$ cat config.mk
export PLATFORM = sky130hd
export DESIGN_NAME = lii_stream_downsizer
export DESIGN_NICKNAME = d
export VERILOG_FILES = /design/src/rtl/lii_stream_downsizer.sv
export SDC_FILE = /design/constraint.sdc
export NUM_CORES = 1
export LEC_CHECK = 0
export ABC_CLOCK_PERIOD_IN_PS = 2260
export BUFFER_PORTS_ARGS = -buffer_cell sky130_fd_sc_hd__buf_2
export CAP_MARGIN = 20
export CORE_MARGIN = 4
export CORE_UTILIZATION = 49
export CTS_CLUSTER_SIZE = 14
export DETAILED_ROUTE_END_ITERATION = 7
export HOLD_SLACK_MARGIN = 0.02
export PLACE_DENSITY = 0.88
export RECOVER_POWER = 25
export SLEW_MARGIN = 40
export SYNTH_ARGS = -nofsm -noshare
export SYNTH_HDL_FRONTEND = slang
export SYNTH_SLANG_ARGS = --single-unit
$ cat constraint.sdc
create_clock -name aclk -period 2.26 [get_ports aclk]
set_clock_uncertainty 0.2 [all_clocks]
set_input_delay 0.452 -clock aclk [delete_from_list [all_inputs] [get_ports aclk]]
set_output_delay 0.452 -clock aclk [all_outputs]
set_load 0.1 [all_outputs]
$ cat src/rtl/lii_stream_downsizer.sv
// rtl/lii_stream_downsizer.sv - splits each PW-bit LII beat into RATIO OW-bit beats, with dst filtering
module lii_stream_downsizer #(
    parameter int         PW        = 128,
    parameter int         OW        = 64,
    parameter logic [7:0] MY_ID     = 8'h03,
    parameter logic [7:0] NEXT_ID   = 8'h04,
    parameter bit         FILTER_EN = 1'b1,
    parameter bit         LSB_FIRST = 1'b1
) (
    input  logic          aclk,
    input  logic          arstn,
    input  logic [PW-1:0] lii_in_p0_tdata,
    input  logic          lii_in_p0_tvalid,
    output logic          lii_in_p0_tready,
    input  logic [7:0]    lii_in_p0_src,
    input  logic [7:0]    lii_in_p0_dst,
    output logic [PW-1:0] lii_out_p0_tdata,
    output logic          lii_out_p0_tvalid,
    input  logic          lii_out_p0_tready,
    output logic [7:0]    lii_out_p0_src,
    output logic [7:0]    lii_out_p0_dst,
    output logic [15:0]   drop_cnt,
    output logic          busy
);
    localparam int RATIO = PW / OW;
    localparam int SW    = (RATIO > 2) ? 2 : 1;
    localparam logic [SW-1:0] LAST = SW'(RATIO - 1);

    logic [PW-1:0] buf_q, buf_d;
    logic          buf_valid_q, buf_valid_d;
    logic [SW-1:0] sel_q, sel_d;
    logic [15:0]   drop_cnt_q, drop_cnt_d;

    logic          out_fire, in_fire, dst_ok, accept, drop, last;
    logic [SW-1:0] idx;
    logic [OW-1:0] slice;
    logic          unused_src;

    // Source ID is carried on the bus but has no routing meaning at this hop.
    assign unused_src = ^lii_in_p0_src;

    always_comb begin
        out_fire         = buf_valid_q & lii_out_p0_tready;
        last             = (sel_q == LAST);
        lii_in_p0_tready = !buf_valid_q | (last & out_fire);
        in_fire          = lii_in_p0_tvalid & lii_in_p0_tready;
        dst_ok           = !FILTER_EN | (lii_in_p0_dst == MY_ID);
        accept           = in_fire & dst_ok;
        drop             = in_fire & !dst_ok;

        idx   = LSB_FIRST ? sel_q : (LAST - sel_q);
        slice = buf_q[idx*OW +: OW];

        buf_d       = buf_q;
        buf_valid_d = buf_valid_q;
        sel_d       = sel_q;
        drop_cnt_d  = drop_cnt_q;

        if (out_fire) begin
            if (!last) begin
                sel_d = sel_q + 1'b1;
            end else begin
                sel_d       = '0;
                buf_valid_d = 1'b0;
            end
        end
        // A reload on the last slice overrides the clear above.
        if (accept) begin
            buf_d       = lii_in_p0_tdata;
            buf_valid_d = 1'b1;
            sel_d       = '0;
        end
        if (drop && drop_cnt_q != 16'hFFFF) begin
            drop_cnt_d = drop_cnt_q + 16'd1;
        end
    end

    always_ff @(posedge aclk or negedge arstn) begin
        if (!arstn) begin
            buf_q       <= '0;
            buf_valid_q <= 1'b0;
            sel_q       <= '0;
            drop_cnt_q  <= '0;
        end else begin
            buf_q       <= buf_d;
            buf_valid_q <= buf_valid_d;
            sel_q       <= sel_d;
            drop_cnt_q  <= drop_cnt_d;
        end
    end

    assign lii_out_p0_tvalid = buf_valid_q;
    assign lii_out_p0_tdata  = buf_valid_q ? {{(PW-OW){1'b0}}, slice} : '0;
    assign lii_out_p0_src    = MY_ID;
    assign lii_out_p0_dst    = NEXT_ID;
    assign drop_cnt          = drop_cnt_q;
    assign busy              = buf_valid_q;
endmodule

==> load_flow_metrics.sql <==
INSERT INTO impl_metrics (metric_group, metric, value, unit) VALUES
('drt', 'avgViaCountPerCell', '5.033', ''),
('floorplanning', 'dieArea', '18040', 'um^2'),
('worst_setup_path', 'maximum_fanout_encountered_on_the_critical_timing_path', '31', ''),
('floorplanning', 'floorplan.die.width', '134.3', 'um'),
('floorplanning', 'die-height', '134.3', 'um'),
('global_route', 'grt_usage', '22.36', '%'),
('place', 'buffer_ports.inserted', '222', ''),
('hold_path', 'worst_hold_startpoint', 'lii_in_p0_tdata[116]', ''),
('hold_path', 'hold_class', 'in -> reg', ''),
('global_route', 'first_pass_grt_wire_length', '31230', 'um'),
('logic_synthesis', 'syn-mean-instance-area', '13.48', 'um^2'),
('logic_synthesis', 'ys.flop_type', 'dfrtp_1', ''),
('timing', 'final_period_minus_worst_setup_slack', '2.464', 'ns'),
('timing', 'finalSetupViolCount', '66', ''),
('cts', 'clk_pin_slew', '0.07', 'ns'),
('logic_synthesis', 'synthArstFlopShare', '100.0', '%'),
('drt', 'route.detailed.drc', '0', ''),
('global_route', 'overflow', '0', ''),
('timing', 'grt_setup_unrepaired', 'true', ''),
('timing', 'timing.final.ws_setup', '-0.2043', 'ns'),
('place', 'routabilityCongestion', '0.7957', ''),
('place', 'dp_hpwl', '13520', 'um'),
('worst_setup_path', 'worst_r2r_startpoint', 'idx', ''),
('worst_setup_path', 'worstPathArrival', '1.81', 'ns'),
('worst_setup_path', 'endpoint_of_the_worst_slack_reg_to_reg_timing_path', 'drop_cnt[14]', ''),
('logic_synthesis', 'synth_enable_flop_cells', '0', ''),
('cts', 'worstSkewPairLatency', '0.42', 'ns'),
('logic_synthesis', 'synthDistinctLibCells', '32', ''),
('timing', 'max-slew-margin-rel', '10.53', '%'),
('logic_synthesis', 'synth_area', '7819', 'um^2'),
('cells_and_area', 'post-route-util', '75.07', '%'),
('cts', 'cts_buffers', '17', ''),
('hold_path', 'worstHoldPathCells', '2', ''),
('cts', 'ctsHtreeMaxLevel', '4', ''),
('timing', 'hold_violation_total_from_the_final_report', '0', ''),
('timing', 'hold-worst-slack', '0.04574', 'ns'),
('global_route', 'number_of_global_route_vias_before_repair', '5533', ''),
('cells_and_area', 'finalNetCount', '964', ''),
('timing', 'fmax', '405.8', 'MHz'),
('cts', 'clock_path_buffers', '2', ''),
('worst_setup_path', 'worst-r2r-setup-slack', '0', 'ns'),
('cells_and_area', 'most_common_cell_after_layout_fill_and_taps_aside', 'buf_2', ''),
('drt', 'initialDrtViolationCount', '187', ''),
('floorplanning', 'initial_core_util', '50.68', '%'),
('timing', 'final_max_slew_viol_count', '0', ''),
('cells_and_area', 'post_route_cells_drive_above_1_share', '66.43', '%'),
('worst_setup_path', 'end_kind', 'output port', ''),
('worst_setup_path', 'reg2reg_depth', '8', ''),
('logic_synthesis', 'synth_seq_cells', '146', ''),
('cts', 'cts_num_sinks', '146', ''),
('cells_and_area', 'flow.area_growth_from_synthesis', '48.12', '%'),
('logic_synthesis', 'yosysSeqAreaShare', '46.73', '%'),
('cells_and_area', 'layout.cells.most_common_list', '155 x buf_2, 128 x dfrtp_1, 117 x mux2_4', ''),
('logic_synthesis', 'yosys_warnings', '0', ''),
('power_and_ir_drop', 'power_density', '805.5', 'nW/um^2'),
('flow_run', 'drv.max_cap_violation_count', '0', ''),
('global_route', 'grt_antenna_before_repair', '1', ''),
('drt', 'ant_nets', '0', ''),
('run_status', 'failing_checks', 'setup timing', ''),
('power_and_ir_drop', 'worst_ir_drop_vdd', '0.001019', 'V'),
('timing', 'worst_pin_slew', '1.342', 'ns'),
('drt', 'post_drt_wl_per_cell', '20.98', 'um'),
('worst_setup_path', 'critical_path_class', 'reg -> out', ''),
('drt', 'pre_antenna_drt_iters', '4', ''),
('cts', 'tritoncts', 'done', ''),
('worst_setup_path', 'worst_setup_path_start_kind', 'flop', ''),
('drt', 'wirelength', '21820', 'um'),
('global_route', 'grt_max_degree', '68', ''),
('hold_path', 'worst_hold_path.endpoint', 'buf_q[116]', ''),
('drt', 'routed-via-count', '5234', ''),
('floorplanning', 'rows', '45', ''),
('floorplanning', 'floorplan.core_area', '15430', 'um^2'),
('run_status', 'status', 'finished, violations left', ''),
('power_and_ir_drop', 'power_leakage', '5.501', 'nW'),
('cts', 'cts.root.buffer_cell', 'clkbuf_16', ''),
('timing', 'timing.final.crit_share', '109.0', '%'),
('logic_synthesis', 'syn_inst', '580', ''),
('worst_setup_path', 'cp_data_required_time', '1.61', 'ns'),
('floorplanning', 'top_level_i_o_count', '311', '');
## per-stage QoR
step                      total power, W  setup WS [ns]  instances  instance area, um^2  TNS (ns)
after detailed placement        0.005688        -0.2375        998                10450    -25.85
after global routing            0.009613        -0.2550       1040                11580    -13.44
after global placement          0.005636        -0.2066        998                10450    -23.66
after CTS                       0.009285        -0.1802       1037                11390    -9.220
final                           0.009328        -0.2043       1040                11580    -8.052
after floorplan                 0.005218        -0.1895        658                 8645    -3.929
## repair_timing
| action | in CTS | in global routing |
|---|---|---|
| setup endpoints to repair | 64 | 121 |
| gates resized for setup | 44 | 35 |
| hold buffers | 1 | 0 |
| buffers inserted | 4 | 1 |
| pin swaps | 0 | 1 |
| hold endpoints to repair | 51 | 0 |
| gates cloned | 2 | 3 |
## worst max-delay path, stage by stage, from the launching register on
cell and delay (ns):
dfrtp_4 0.48, buf_16 0.28, mux2i_2 0.37, nor2b_4 0.08, buf_12 0.17
## final cells by class
type	instances	area (um^2)
Clock buffer	18	439.2
Antenna cell	1	2.502
Timing Repair Buffer	249	2535
Sequential cell	146	3686
Tap cell	211	264.0
Clock inverter	14	225.2
Fill cell	888	3846
Inverter	1	3.754
Multi-Input combinational cell	400	4425
## flip-flops by register name (all words and copies together) (netlist names)
register	flops
buf_q	128
drop_cnt	16
busy	1
idx	1
## where the power goes
group	total (W)	switching (W)	leakage (nW)	internal [W]
clock network	0.00319	0.00118	0.319	0.00201
registers	0.00312	0.000279	1.96	0.00285
logic	0.00302	0.00204	3.22	0.000972
total	0.00933	0.00350	5.50	0.00582
## cell families (layout without fill, tap and decap cells)
group,count (synthesis),count (layout),synth area share (%)
buffers and inverters,112,282,10.50
other,2,81,0.09605
AND/OR/NAND/NOR,107,107,8.305
AO/OA/AOI/OAI,3,3,0.4162
XOR/XNOR,16,16,1.792
multiplexers,193,193,32.01
flip-flops,146,146,46.73
adder cells (fa/ha/maj),1,1,0.1600
## worst max path at each step
stage,start,to,slack [ns]
floorplan,idx,lii_out_p0_tdata[8],-0.19
global placement,lii_in_p0_dst[5],buf_q[115],-0.21
detailed placement,lii_in_p0_dst[5],buf_q[42],-0.24
CTS,idx,lii_out_p0_tdata[31],-0.18
global route,idx,lii_out_p0_tdata[56],-0.25
finish,idx,lii_out_p0_tdata[56],-0.20
## per-layer routing
metal,part of all wire [%],up-vias,global-route usage [%]
li1,-,2314,-
met1,37,2647,26.04
met2,53,242,38.63
met3,7.8,31,7.839
met4,2.1,0,7.353
met5,0,-,0
## synth_stat cells (2+ instances only)
| library cell | instances | area, um^2 |
|---|---|---|
| buf_1 | 5 | 18.77 |
| buf_2 | 2 | 10.01 |
| buf_4 | 82 | 615.6 |
| buf_6 | 12 | 135.1 |
| clkbuf_1 | 10 | 37.54 |
| conb_1 | 2 | 7.510 |
| dfrtp_1 | 146 | 3654 |
| mux2_2 | 20 | 225.2 |
| mux2_4 | 109 | 1637 |
| mux2i_1 | 64 | 640.6 |
| nand2_1 | 8 | 30.03 |
| nand3_1 | 8 | 40.04 |
| nand4_1 | 3 | 18.77 |
| nor2_1 | 2 | 7.510 |
| nor2b_1 | 64 | 400.4 |
| nor3_1 | 3 | 15.01 |
| nor4_1 | 9 | 56.30 |
| nor4b_1 | 2 | 17.52 |
| or2_2 | 2 | 12.51 |
| xor2_1 | 15 | 131.4 |
Note: power is estimated with default switching activity, not from simulation.
